===== src/rtl/msrv32_decoder_pkg.sv =====
// rtl/msrv32_decoder_pkg.sv - shared msrv32 opcode-class, write-back and immediate-type constants
package msrv32_decoder_pkg;

   localparam logic [4:0] OPC_LOAD     = 5'b00000;
   localparam logic [4:0] OPC_MISC_MEM = 5'b00011;
   localparam logic [4:0] OPC_OP_IMM   = 5'b00100;
   localparam logic [4:0] OPC_AUIPC    = 5'b00101;
   localparam logic [4:0] OPC_STORE    = 5'b01000;
   localparam logic [4:0] OPC_OP       = 5'b01100;
   localparam logic [4:0] OPC_LUI      = 5'b01101;
   localparam logic [4:0] OPC_BRANCH   = 5'b11000;
   localparam logic [4:0] OPC_JALR     = 5'b11001;
   localparam logic [4:0] OPC_JAL      = 5'b11011;
   localparam logic [4:0] OPC_SYSTEM   = 5'b11100;

   localparam logic [2:0] WB_ALU     = 3'b000;
   localparam logic [2:0] WB_LU      = 3'b001;
   localparam logic [2:0] WB_IMM     = 3'b010;
   localparam logic [2:0] WB_IADDER  = 3'b011;
   localparam logic [2:0] WB_CSR     = 3'b100;
   localparam logic [2:0] WB_PC_PLUS = 3'b101;

   localparam logic [2:0] IMM_R   = 3'b000;
   localparam logic [2:0] IMM_I   = 3'b001;
   localparam logic [2:0] IMM_S   = 3'b010;
   localparam logic [2:0] IMM_B   = 3'b011;
   localparam logic [2:0] IMM_U   = 3'b100;
   localparam logic [2:0] IMM_J   = 3'b101;
   localparam logic [2:0] IMM_CSR = 3'b110;

endpackage


===== src/rtl/msrv32_decoder.sv =====
// rtl/msrv32_decoder.sv - RV32I instruction decoder with a single registered output stage
module msrv32_decoder
   import msrv32_decoder_pkg::*;
(
   input  logic       ms_riscv32_mp_clk_in,
   input  logic       ms_riscv32_mp_rst_n_in,
   input  logic       trap_taken_in,
   input  logic       funct7_5_in,
   input  logic [6:0] opcode_in,
   input  logic [2:0] funct3_in,
   input  logic [1:0] iadder_out_1_to_0_in,
   output logic [2:0] wb_mux_sel_out,
   output logic [2:0] imm_type_out,
   output logic [2:0] csr_op_out,
   output logic       mem_wr_req_out,
   output logic [3:0] alu_opcode_out,
   output logic [1:0] load_size_out,
   output logic       load_unsigned_out,
   output logic       alu_src_out,
   output logic       iadder_src_out,
   output logic       csr_wr_en_out,
   output logic       rf_wr_en_out,
   output logic       illegal_instr_out,
   output logic       misaligned_load_out,
   output logic       misaligned_store_out
);

   logic [4:0] w_opc;
   logic       w_is_load, w_is_misc_mem, w_is_op_imm, w_is_auipc, w_is_store;
   logic       w_is_op, w_is_lui, w_is_branch, w_is_jalr, w_is_jal, w_is_system;
   logic       w_is_csr, w_implemented, w_illegal;
   logic       w_mis_word, w_mis_half, w_mis_load, w_mis_store;
   logic       w_alu_alt, w_rf_wr_en, w_mem_wr_req, w_iadder_src;
   logic [2:0] w_wb_sel, w_imm_type;

   assign w_opc         = opcode_in[6:2];
   assign w_is_load     = (w_opc == OPC_LOAD);
   assign w_is_misc_mem = (w_opc == OPC_MISC_MEM);
   assign w_is_op_imm   = (w_opc == OPC_OP_IMM);
   assign w_is_auipc    = (w_opc == OPC_AUIPC);
   assign w_is_store    = (w_opc == OPC_STORE);
   assign w_is_op       = (w_opc == OPC_OP);
   assign w_is_lui      = (w_opc == OPC_LUI);
   assign w_is_branch   = (w_opc == OPC_BRANCH);
   assign w_is_jalr     = (w_opc == OPC_JALR);
   assign w_is_jal      = (w_opc == OPC_JAL);
   assign w_is_system   = (w_opc == OPC_SYSTEM);
   assign w_is_csr      = w_is_system & (funct3_in != 3'b000);

   always_comb begin
      w_implemented = 1'b0;
      case (w_opc)
         OPC_LOAD:   w_implemented = (funct3_in != 3'b011) && (funct3_in != 3'b110) && (funct3_in != 3'b111);
         OPC_STORE:  w_implemented = (funct3_in[2] == 1'b0) && (funct3_in[1:0] != 2'b11);
         OPC_BRANCH: w_implemented = (funct3_in[2:1] != 2'b01);
         OPC_JALR:   w_implemented = (funct3_in == 3'b000);
         OPC_SYSTEM: w_implemented = (funct3_in != 3'b100);
         OPC_OP, OPC_OP_IMM, OPC_LUI, OPC_AUIPC, OPC_JAL, OPC_MISC_MEM:
                     w_implemented = 1'b1;
         default:    w_implemented = 1'b0;
      endcase
   end

   assign w_illegal = ~opcode_in[0] | ~opcode_in[1] | ~w_implemented;

   // Same alignment rule covers loads and stores; byte accesses never misalign.
   assign w_mis_word   = (funct3_in[1:0] == 2'b10) & (iadder_out_1_to_0_in[1] | iadder_out_1_to_0_in[0]);
   assign w_mis_half   = (funct3_in[1:0] == 2'b01) & iadder_out_1_to_0_in[0];
   assign w_mis_load   = w_is_load  & (w_mis_word | w_mis_half);
   assign w_mis_store  = w_is_store & (w_mis_word | w_mis_half);
   assign w_mem_wr_req = w_is_store & ~w_mis_store & ~trap_taken_in;

   assign w_alu_alt    = funct7_5_in & (w_is_op | (w_is_op_imm & (funct3_in == 3'b101)));
   assign w_iadder_src = w_is_load | w_is_store | w_is_jalr;
   assign w_rf_wr_en   = w_is_lui | w_is_auipc | w_is_jal | w_is_jalr | w_is_op |
                         w_is_op_imm | w_is_load | w_is_csr;

   always_comb begin
      w_imm_type = IMM_R;
      w_wb_sel   = WB_ALU;
      case (w_opc)
         OPC_OP_IMM: w_imm_type = IMM_I;
         OPC_LOAD: begin
            w_imm_type = IMM_I;
            w_wb_sel   = WB_LU;
         end
         OPC_JALR: begin
            w_imm_type = IMM_I;
            w_wb_sel   = WB_PC_PLUS;
         end
         OPC_STORE:  w_imm_type = IMM_S;
         OPC_BRANCH: w_imm_type = IMM_B;
         OPC_LUI: begin
            w_imm_type = IMM_U;
            w_wb_sel   = WB_IMM;
         end
         OPC_AUIPC: begin
            w_imm_type = IMM_U;
            w_wb_sel   = WB_IADDER;
         end
         OPC_JAL: begin
            w_imm_type = IMM_J;
            w_wb_sel   = WB_PC_PLUS;
         end
         OPC_SYSTEM: begin
            if (w_is_csr) begin
               w_imm_type = IMM_CSR;
               w_wb_sel   = WB_CSR;
            end
         end
         default: begin
            w_imm_type = IMM_R;
            w_wb_sel   = WB_ALU;
         end
      endcase
   end

   always_ff @(posedge ms_riscv32_mp_clk_in or negedge ms_riscv32_mp_rst_n_in) begin
      if (!ms_riscv32_mp_rst_n_in) begin
         wb_mux_sel_out       <= 3'b000;
         imm_type_out         <= 3'b000;
         csr_op_out           <= 3'b000;
         mem_wr_req_out       <= 1'b0;
         alu_opcode_out       <= 4'b0000;
         load_size_out        <= 2'b00;
         load_unsigned_out    <= 1'b0;
         alu_src_out          <= 1'b0;
         iadder_src_out       <= 1'b0;
         csr_wr_en_out        <= 1'b0;
         rf_wr_en_out         <= 1'b0;
         illegal_instr_out    <= 1'b0;
         misaligned_load_out  <= 1'b0;
         misaligned_store_out <= 1'b0;
      end else begin
         wb_mux_sel_out       <= w_wb_sel;
         imm_type_out         <= w_imm_type;
         csr_op_out           <= funct3_in;
         mem_wr_req_out       <= w_mem_wr_req;
         alu_opcode_out       <= {w_alu_alt, funct3_in};
         load_size_out        <= funct3_in[1:0];
         load_unsigned_out    <= funct3_in[2];
         alu_src_out          <= opcode_in[5];
         iadder_src_out       <= w_iadder_src;
         csr_wr_en_out        <= w_is_csr;
         rf_wr_en_out         <= w_rf_wr_en;
         illegal_instr_out    <= w_illegal;
         misaligned_load_out  <= w_mis_load;
         misaligned_store_out <= w_mis_store;
      end
   end

endmodule


===== config.mk =====
export PLATFORM = sky130hd
export DESIGN_NAME = msrv32_decoder
export DESIGN_NICKNAME = d
export VERILOG_FILES = /design/src/rtl/msrv32_decoder_pkg.sv /design/src/rtl/msrv32_decoder.sv
export SDC_FILE = /design/constraint.sdc
export NUM_CORES = 1
export LEC_CHECK = 0
export CORE_ASPECT_RATIO = 1.5
export CORE_UTILIZATION = 39
export DETAILED_ROUTE_END_ITERATION = 12
export PLACE_DENSITY = 0.77
export SYNTH_ARGS = -nofsm -noshare
export SYNTH_HDL_FRONTEND = slang
export SYNTH_SLANG_ARGS = --single-unit

===== constraint.sdc =====
create_clock -name ms_riscv32_mp_clk_in -period 1 [get_ports ms_riscv32_mp_clk_in]
set_clock_uncertainty 0.2 [all_clocks]
set_input_delay 0.25 -clock ms_riscv32_mp_clk_in [delete_from_list [all_inputs] [get_ports ms_riscv32_mp_clk_in]]
set_output_delay 0.25 -clock ms_riscv32_mp_clk_in [all_outputs]
set_load 0.02 [all_outputs]

======== Word-level counts from Yosys, hierarchy flattened ========
Index checks and enable logic that the tools add are counted.
storage, ports and cells
  register bits after elaboration ......... 24
  input bits .............................. 16
  logic and storage cells ................. 77
  output and inout port bits .............. 24
operators by class
  mux-type cells .......................... 5
  bitwise logic cells ..................... 29
  eq/ne operators ......................... 19
  reductions and logical operators ........ 10
operators by type and width
  cell                  count
  $eq A5 B5 Y1 const B  4
  $pmux W3 S6           1
  $eq A5 B4 Y1 const B  3
  $pmux W3 S5           1
  $or A1 B1 Y1          14
  $eq A5 B3 Y1 const B  2
  $and A1 B1 Y1         9
  $ne A3 B3 Y1 const B  3
  $mux W3               2
  $not A1 Y1            6
  $pmux W1 S6           1
  $reduce_or A6 Y1      1
  $eq A5 B2 Y1 const B  1
  $logic_not A5 Y1      1
  $reduce_or A2 Y1      2
  $eq A3 B3 Y1 const B  1
  $logic_and A1 B1 Y1   3
  $logic_not A3 Y1      1
  $ne A3 B2 Y1 const B  1
  $reduce_bool A3 Y1    1
  $reduce_or A3 Y1      1
  $eq A2 B1 Y1 const B  1
  $eq A2 B2 Y1 const B  1
  $ne A2 B1 Y1 const B  1
  $ne A2 B2 Y1 const B  1

======== Logic depth before layout (Yosys ltp) ========
Gate-level depths: netlist (run 1).
  depth after elaboration ................. 8
  depth in mapped cells ................... 5

======== Worst setup path after synthesis (run 1) ========
Ideal clock, no wire load.
  path kind ............................... input to register
  from .................................... input port opcode_in[3]
  to ...................................... register mem_wr_req_out
  stages .................................. 5
  path buffers ............................ 1
  path slack .............................. -0.361 ns
  data arrival time ....................... 1.081 ns
  cells stage by stage .................... buf_2 nor2_4 nand2_2 or3_4 nor3b_2
on the way
  cells in the longest elaborated chain, start to end .. 5
RTL lines
  element                          RTL line               RTL
  start: declaration               msrv32_decoder.sv:9    input logic [6:0] opcode_in,
  $eq A5 B4 Y1 (*)                 msrv32_decoder.sv:41   assign w_is_store = (w_opc == OPC_STORE);
  $and A1 B1 Y1                    msrv32_decoder.sv:70   assign w_mis_store = w_is_store & (w_mis_word | w_mis_half);
  $not A1 Y1                       msrv32_decoder.sv:71   assign w_mem_wr_req = w_is_store & ~w_mis_store & ~trap_taken_in;
  $and A1 B1 Y1 (*) (2 in series)  msrv32_decoder.sv:71
  named net w_mem_wr_req           msrv32_decoder.sv:33   logic w_alu_alt, w_rf_wr_en, w_mem_wr_req, w_iadder_src;
  end signal: assignment           msrv32_decoder.sv:138  mem_wr_req_out <= w_mem_wr_req;
  end: declaration                 msrv32_decoder.sv:15   output logic mem_wr_req_out,
The timed path passes the listed nets; every way through them passes the cells marked *.

======== Worst setup path after layout (run 1) ========
  from .................................... register load_size_out[0]
  to ...................................... output port load_size_out[0]
RTL lines
  element                   RTL line               RTL
  start: declaration        msrv32_decoder.sv:17   output logic [1:0] load_size_out,
  start signal: assignment  msrv32_decoder.sv:140  load_size_out <= funct3_in[1:0];
No word-level cell between the ends.

==> impl_metrics.tcl, run 1 <==
set metrics [dict create \
    final.fill_count 154 \
    min_period_over_period_pct 131 \
    status "finished with violations" \
    detail_route.first_pass.iterations 4 \
    critical_path.slowest_cell "sky130_fd_sc_hd__dfrtp_2" \
    timing.final.crit_period_ns 1.31 \
    placed_cells 150 \
    setup_viol 29 \
    finalNetCount 157 \
    remaining_max_slew_budget_at_the_tightest_pin_pct 83.8 \
    startpoint "load_size_out[0]" \
    multi_input_area_um2 408 \
    place_congestion 0.867 \
    placement_rows 20 \
    ys_ff_latch 18 \
    cp_data_required_time_ns 0.55 \
    p_total_uw 1570 \
    cts_sinks 18 \
    synth.yosys.seq_area_share_pct 53.2 \
    grt_pass1_wl_mm 3.38 \
    synth_commonest_cells "18 x sky130_fd_sc_hd__dfrtp_1, 7 x sky130_fd_sc_hd__nor2_1, 6 x sky130_fd_sc_hd__buf_4, 6 x sky130_fd_sc_hd__nand2_1, 6 x sky130_fd_sc_hd__o21ai_0" \
    yosys.area.top_type "sky130_fd_sc_hd__dfrtp_1" \
    power_density_nw_per_um2 1040 \
    drive_above_1_share_pct 61.4 \
    placedInstanceArea_um2 1340 \
    seqCellArea_um2 454 \
    final-max-slew-violation-count 0 \
    setup.worst_path.class "reg -> out" \
    cts-buffers-inserted 3 \
    total_leakage_power_uw 0.000723 \
    globalRoute.totalOverflow 0 \
    syn-instance-count 84 \
    ys_warns 0 \
    route.met3.wl_um 111 \
    vdd_ir_drop_max_mv 0.674 \
    cts_tree "yes" \
    grt_pass1_vias 787 \
    clkTransAtPathRegs_ns 0.09 \
    port-buffer-count 39 \
    drc 0 \
    hpwl_mm 1.57 \
    core-area_um2 2030 \
    synth.top_cells.by_area "sky130_fd_sc_hd__dfrtp_1 53%, sky130_fd_sc_hd__buf_4 5.3%, sky130_fd_sc_hd__o21ai_0 3.5%, sky130_fd_sc_hd__nor2_1 3.1%, sky130_fd_sc_hd__nand2_1 2.7%" \
    areaGrowthSynthToFinish_pct 77.8 \
    path_buf_inv 1 \
    antenna_cells 0 \
    rsz0062_at_grt "yes" \
    syn_avg_cell_area_um2 10.1 \
    crit_end "load_size_out[0]" \
    drt_first_iter_violations 19 \
    post_detailed_routing_wire_length_mm 2.56 \
    instances_no_fill 162 \
    maxCapViolCount 0 \
    synth_top_area_share_pct 53.2 \
    startpoint_type "flop" \
    netlist_area_um2 847 \
    detail_route_antenna_nets 0 \
    timing.critical_path.arrival_ns 0.86 \
    die_area_um2 2370 \
    layout.core_utilization_pct 74.3 \
    crit_chain "buf_2" \
    worst_slew_pin_slew_ns 0.241 \
    family_with_the_most_delay_on_the_worst_path "flip-flops" \
    violations "negative hold slack, negative setup slack" \
    most_used_flip_flop_cell_after_synthesis "sky130_fd_sc_hd__dfrtp_1" \
    route.detailed.wl_per_inst_um 15.8 \
    holdWs_ns -0.0630 \
    fmaxAchievable_ghz 0.766 \
    final_area_um2 1510 \
    top_layer "met4" \
    clock_tree.htree_level_count 1 \
    post_synthesis_net_count 100 \
    number_of_synthesized_flops_with_an_enable_pin 0 \
    final_hold_viol_count 1 \
    die-height_um 59.1 \
    cts.root.buffer_cell "sky130_fd_sc_hd__clkbuf_4" \
    route.met2.wl_mm 1.48 \
    post_route_worst_setup_slack_ns -0.306 \
    avgViaCountPerCell 5.18 \
    hold_path.class "in -> reg" \
    critPathCaptureType "output pin" \
    yosys.cell_count.top_type "sky130_fd_sc_hd__dfrtp_1" \
    routed-via-count 839 \
    critical-path-max-stage-delay_ns 0.42 \
    floorplan.initialDensity_pct 41.8 \
    synth.lib_cells_used.distinct 31 \
    antenna_found_initial 0 \
    cp.depth 1 \
    wl_met1_um 933 \
    largest_net_degree_at_the_start_of_global_routing 19 \
    synth-async-reset-ratio_pct 100 \
    chipWidth_um 40.1 \
    global_route.usage.total_pct 21.4 \
    ioPinCount 40 \
    ctsLongestPathBuffers 2 \
    timing.critical_path.fanout_max 3 \
]
==> report_power, final <==
group,switching (uW),total [uW],internal (uW)
clock network,198,353,155
registers,13.7,769,755
logic,218,444,226
==> how the worst min path moves through the flow <==
stage / from / slack [ns] / depth (start not counted) / endpoint
floorplan: ms_riscv32_mp_rst_n_in / -0.25 / 0 / alu_opcode_out[1]
global placement: ms_riscv32_mp_rst_n_in / 0.40 / 2 / misaligned_store_out
detailed placement: ms_riscv32_mp_rst_n_in / 0.40 / 2 / mem_wr_req_out
CTS: opcode_in[3] / -0.06 / 2 / iadder_src_out
global route: opcode_in[3] / -0.08 / 2 / iadder_src_out
finish: opcode_in[3] / -0.06 / 2 / iadder_src_out
==> routing by layer <==
metal | global-route usage, % | vias to the layer above
met5 | 0 | -
met4 | 11.8 | 0
met3 | 1.13 | 2
met2 | 39.2 | 34
met1 | 22.5 | 408
li1 | - | 395
==> logic make-up after synthesis <==
kind of cell / synth area share (%)
buffers and inverters: 9.45
AND/OR/NAND/NOR: 22.9
AO/OA/AOI/OAI: 13.4
flip-flops: 53.2
XOR/XNOR: 1.03
==> cell usage in the layout, fill, tap and decap left out, drive strengths merged, types with 2 or more instances in the layout <==
| cell | n |
|---|---|
| buf | 52 |
| dfrtp | 18 |
| nor2 | 8 |
| nand2 | 8 |
| o21ai | 7 |
| clkbuf | 6 |
| clkdlybuf4s50 | 5 |
| inv | 4 |
| a21oi | 4 |
| nand3 | 3 |
| nor3b | 3 |
| nor3 | 2 |
| nor4 | 2 |
==> timing repair <==
action / in CTS / in global routing
pin swaps: 8 / 9
endpoints found under the setup margin: 40 / 32
hold endpoints to repair: 1 / 2
gates resized for setup: 179 / 22
setup buffers: 5 / 2
==> metrics by stage <==
stage | hold WS, ns | worst slack (ns) | setup TNS [ns]
final | -0.0630 | -0.306 | -6.57
after global routing | -0.0805 | -0.349 | -7.53
after CTS | -0.0601 | -0.314 | -6.64
after detailed placement | 0.402 | -0.892 | -20.38
after global placement | 0.398 | -0.899 | -19.59
after floorplan | -0.246 | -0.310 | -1.59
==> state kept, by name, indices dropped and copies added (netlist names) <==
signal                flops
iadder_src_out            1
mem_wr_req_out            1
misaligned_load_out       1
csr_wr_en_out             1
misaligned_store_out      1
wb_mux_sel_out            3
illegal_instr_out         1
alu_src_out               1
rf_wr_en_out              1
load_size_out             1
imm_type_out              3
alu_opcode_out            3
==> cell type report <==
type                            instances  share of cell area, %
Clock buffer                            4                   1.74
Inverter                                4                  0.997
Multi-Input combinational cell         52                   27.1
Sequential cell                        18                   30.1
Tap cell                               22                   1.83
Timing Repair Buffer                   62                   38.2
No activity file was read; power rests on OpenSTA's default activity.
==> inputs of run 2 (changes only) <==
SLEW_MARGIN = 10   (was default)
==> results of run 2 <==
No change in the layout: final DEF, timing and power equal those of run 1.
==> inputs of run 3 (changes only) <==
CORE_UTILIZATION = 40   (was 39)
DONT_BUFFER_PORTS = 1   (was default)
GPL_TIMING_DRIVEN = 0   (was default)
PLACE_DENSITY = default   (was 0.77)
==> impl_metrics.tcl, run 3 (synthesized netlist as in run 1, its figures left out) <==
set metrics [dict create \
    fmaxAchievable_ghz 0.733 \
    drive_above_1_share_pct 49.0 \
    detail_route.first_pass.iterations 8 \
    power_density_nw_per_um2 1230 \
    critical_path.slowest_cell "sky130_fd_sc_hd__dfrtp_2" \
    finalNetCount 115 \
    crit_end "load_size_out[0]" \
    global_route.usage.total_pct 18.0 \
    chipWidth_um 39.6 \
    antenna_cells 0 \
    areaGrowthSynthToFinish_pct 33.5 \
    remaining_max_slew_budget_at_the_tightest_pin_pct 49.6 \
    die_area_um2 2310 \
    timing.final.crit_period_ns 1.36 \
    floorplan.initialDensity_pct 42.3 \
    family_with_the_most_delay_on_the_worst_path "flip-flops" \
    cp_data_required_time_ns 0.55 \
    path_buf_inv 1 \
    cts-buffers-inserted 3 \
    critical-path-max-stage-delay_ns 0.48 \
    maxCapViolCount 0 \
    antenna_found_initial 0 \
    ioPinCount 40 \
    core-area_um2 2000 \
    timing.critical_path.fanout_max 3 \
    cp.depth 1 \
    globalRoute.totalOverflow 0 \
    final-max-slew-violation-count 0 \
    hpwl_mm 1.23 \
    startpoint_type "flop" \
    place_congestion 0.797 \
    top_regs "alu_opcode_out x3, imm_type_out x3, wb_mux_sel_out x3" \
    setup_viol 26 \
    post_detailed_routing_wire_length_mm 1.84 \
    worst_slew_pin_slew_ns 0.755 \
    die-height_um 58.4 \
    placement_rows 20 \
    ctsLongestPathBuffers 2 \
    timing.critical_path.arrival_ns 0.91 \
    dp_slack_ns -0.405 \
    hold_path.class "in -> reg" \
    largest_net_degree_at_the_start_of_global_routing 19 \
    holdWs_ns -0.117 \
    cts_tree "yes" \
    port-buffer-count 0 \
    cts_sinks 18 \
    critPathCaptureType "output pin" \
    commonest_cells_after_routing_fill_and_taps_aside "15 x sky130_fd_sc_hd__dfrtp_2, 7 x sky130_fd_sc_hd__buf_6, 7 x sky130_fd_sc_hd__nor2_1" \
    grt_pass1_wl_mm 2.86 \
    grt_pass1_vias 644 \
    final.fill_count 192 \
    cts.root.buffer_cell "sky130_fd_sc_hd__clkbuf_4" \
    vdd_ir_drop_max_mv 0.500 \
    startpoint "load_size_out[0]" \
    layout_commonest_cell "sky130_fd_sc_hd__dfrtp_2" \
    violations "design-rule violations, negative hold slack, negative setup slack" \
    min_period_over_period_pct 136 \
    detail_route_antenna_nets 0 \
    drt_first_iter_violations 25 \
    total_leakage_power_uw 0.000488 \
    avgViaCountPerCell 5.76 \
    clock_tree.htree_level_count 1 \
    final_hold_viol_count 25 \
    setup_tns_final_ns -5.59 \
    crit_chain "buf_6" \
    drc 1 \
    routed-via-count 691 \
    post_route_worst_setup_slack_ns -0.364 \
    rsz0062_at_grt "yes" \
    clkTransAtPathRegs_ns 0.10 \
    status "finished with violations" \
    route.detailed.wl_per_inst_um 15.3 \
    cts-hold-fix-buffers 8 \
    setup.worst_path.class "reg -> out" \
]
-- run 3: report_power, final --
part	internal [uW]	total (uW)	leakage, uW	switching, uW
Clock	155	354	0.0000150	199
Combinational	119	234	0.000260	114
Sequential	759	808	0.000213	49.9
-- run 3: layer usage --
layer	share of wire, %	GRT usage, %	vias to the layer above	wire [um]
li1	-	-	313	-
met1	37	21.7	334	677
met2	52	28.3	40	959
met3	9.2	4.53	4	170
met4	1.8	9.85	0	34
met5	0	0	-	0
-- run 3: worst min-delay path by stage --
| stage | startpoint | to | slack, ns | cells past startpoint |
|---|---|---|---|---|
| final | funct7_5_in | alu_opcode_out[3] | -0.12 | 2 |
| after global routing | funct7_5_in | alu_opcode_out[3] | -0.12 | 2 |
| after CTS | funct7_5_in | alu_opcode_out[3] | -0.12 | 2 |
| after detailed placement | ms_riscv32_mp_rst_n_in | misaligned_store_out | -0.25 | 0 |
| after global placement | ms_riscv32_mp_rst_n_in | mem_wr_req_out | -0.25 | 0 |
| after floorplan | ms_riscv32_mp_rst_n_in | alu_opcode_out[1] | -0.25 | 0 |
-- run 3: area by class of cell --
type	instances	area (um2)	area share, %
Multi-Input combinational cell	52	369	32.6
Clock buffer	4	26.3	2.32
Timing Repair Buffer	10	100	8.85
Tap cell	22	27.5	2.43
Inverter	4	15.0	1.33
Sequential cell	18	469	41.5
Buffer	10	124	11.0
-- run 3: per-stage QoR --
stage / cells / hold slack (ns) / utilization [%] / instance area [um2] / total power, uW
6_report: 120 / -0.117 / 56.5 / 1130 / 1400
5_1_grt: 120 / -0.116 / 56.5 / 1130 / 1480
4_1_cts: 120 / -0.120 / 53.6 / 1070 / 1380
3_5_place_dp: 106 / -0.245 / 46.5 / 931 / 983
3_3_place_gp: 106 / -0.245 / 46.5 / 931 / 980
2_1_floorplan: 84 / -0.246 / - / 903 / 960
-- run 3: what timing repair did --
action	CTS	global route
endpoints found under the hold margin	28	26
setup endpoints to repair	27	46
resized for setup	5	22
pin swaps	5	8
buffers inserted	2	0
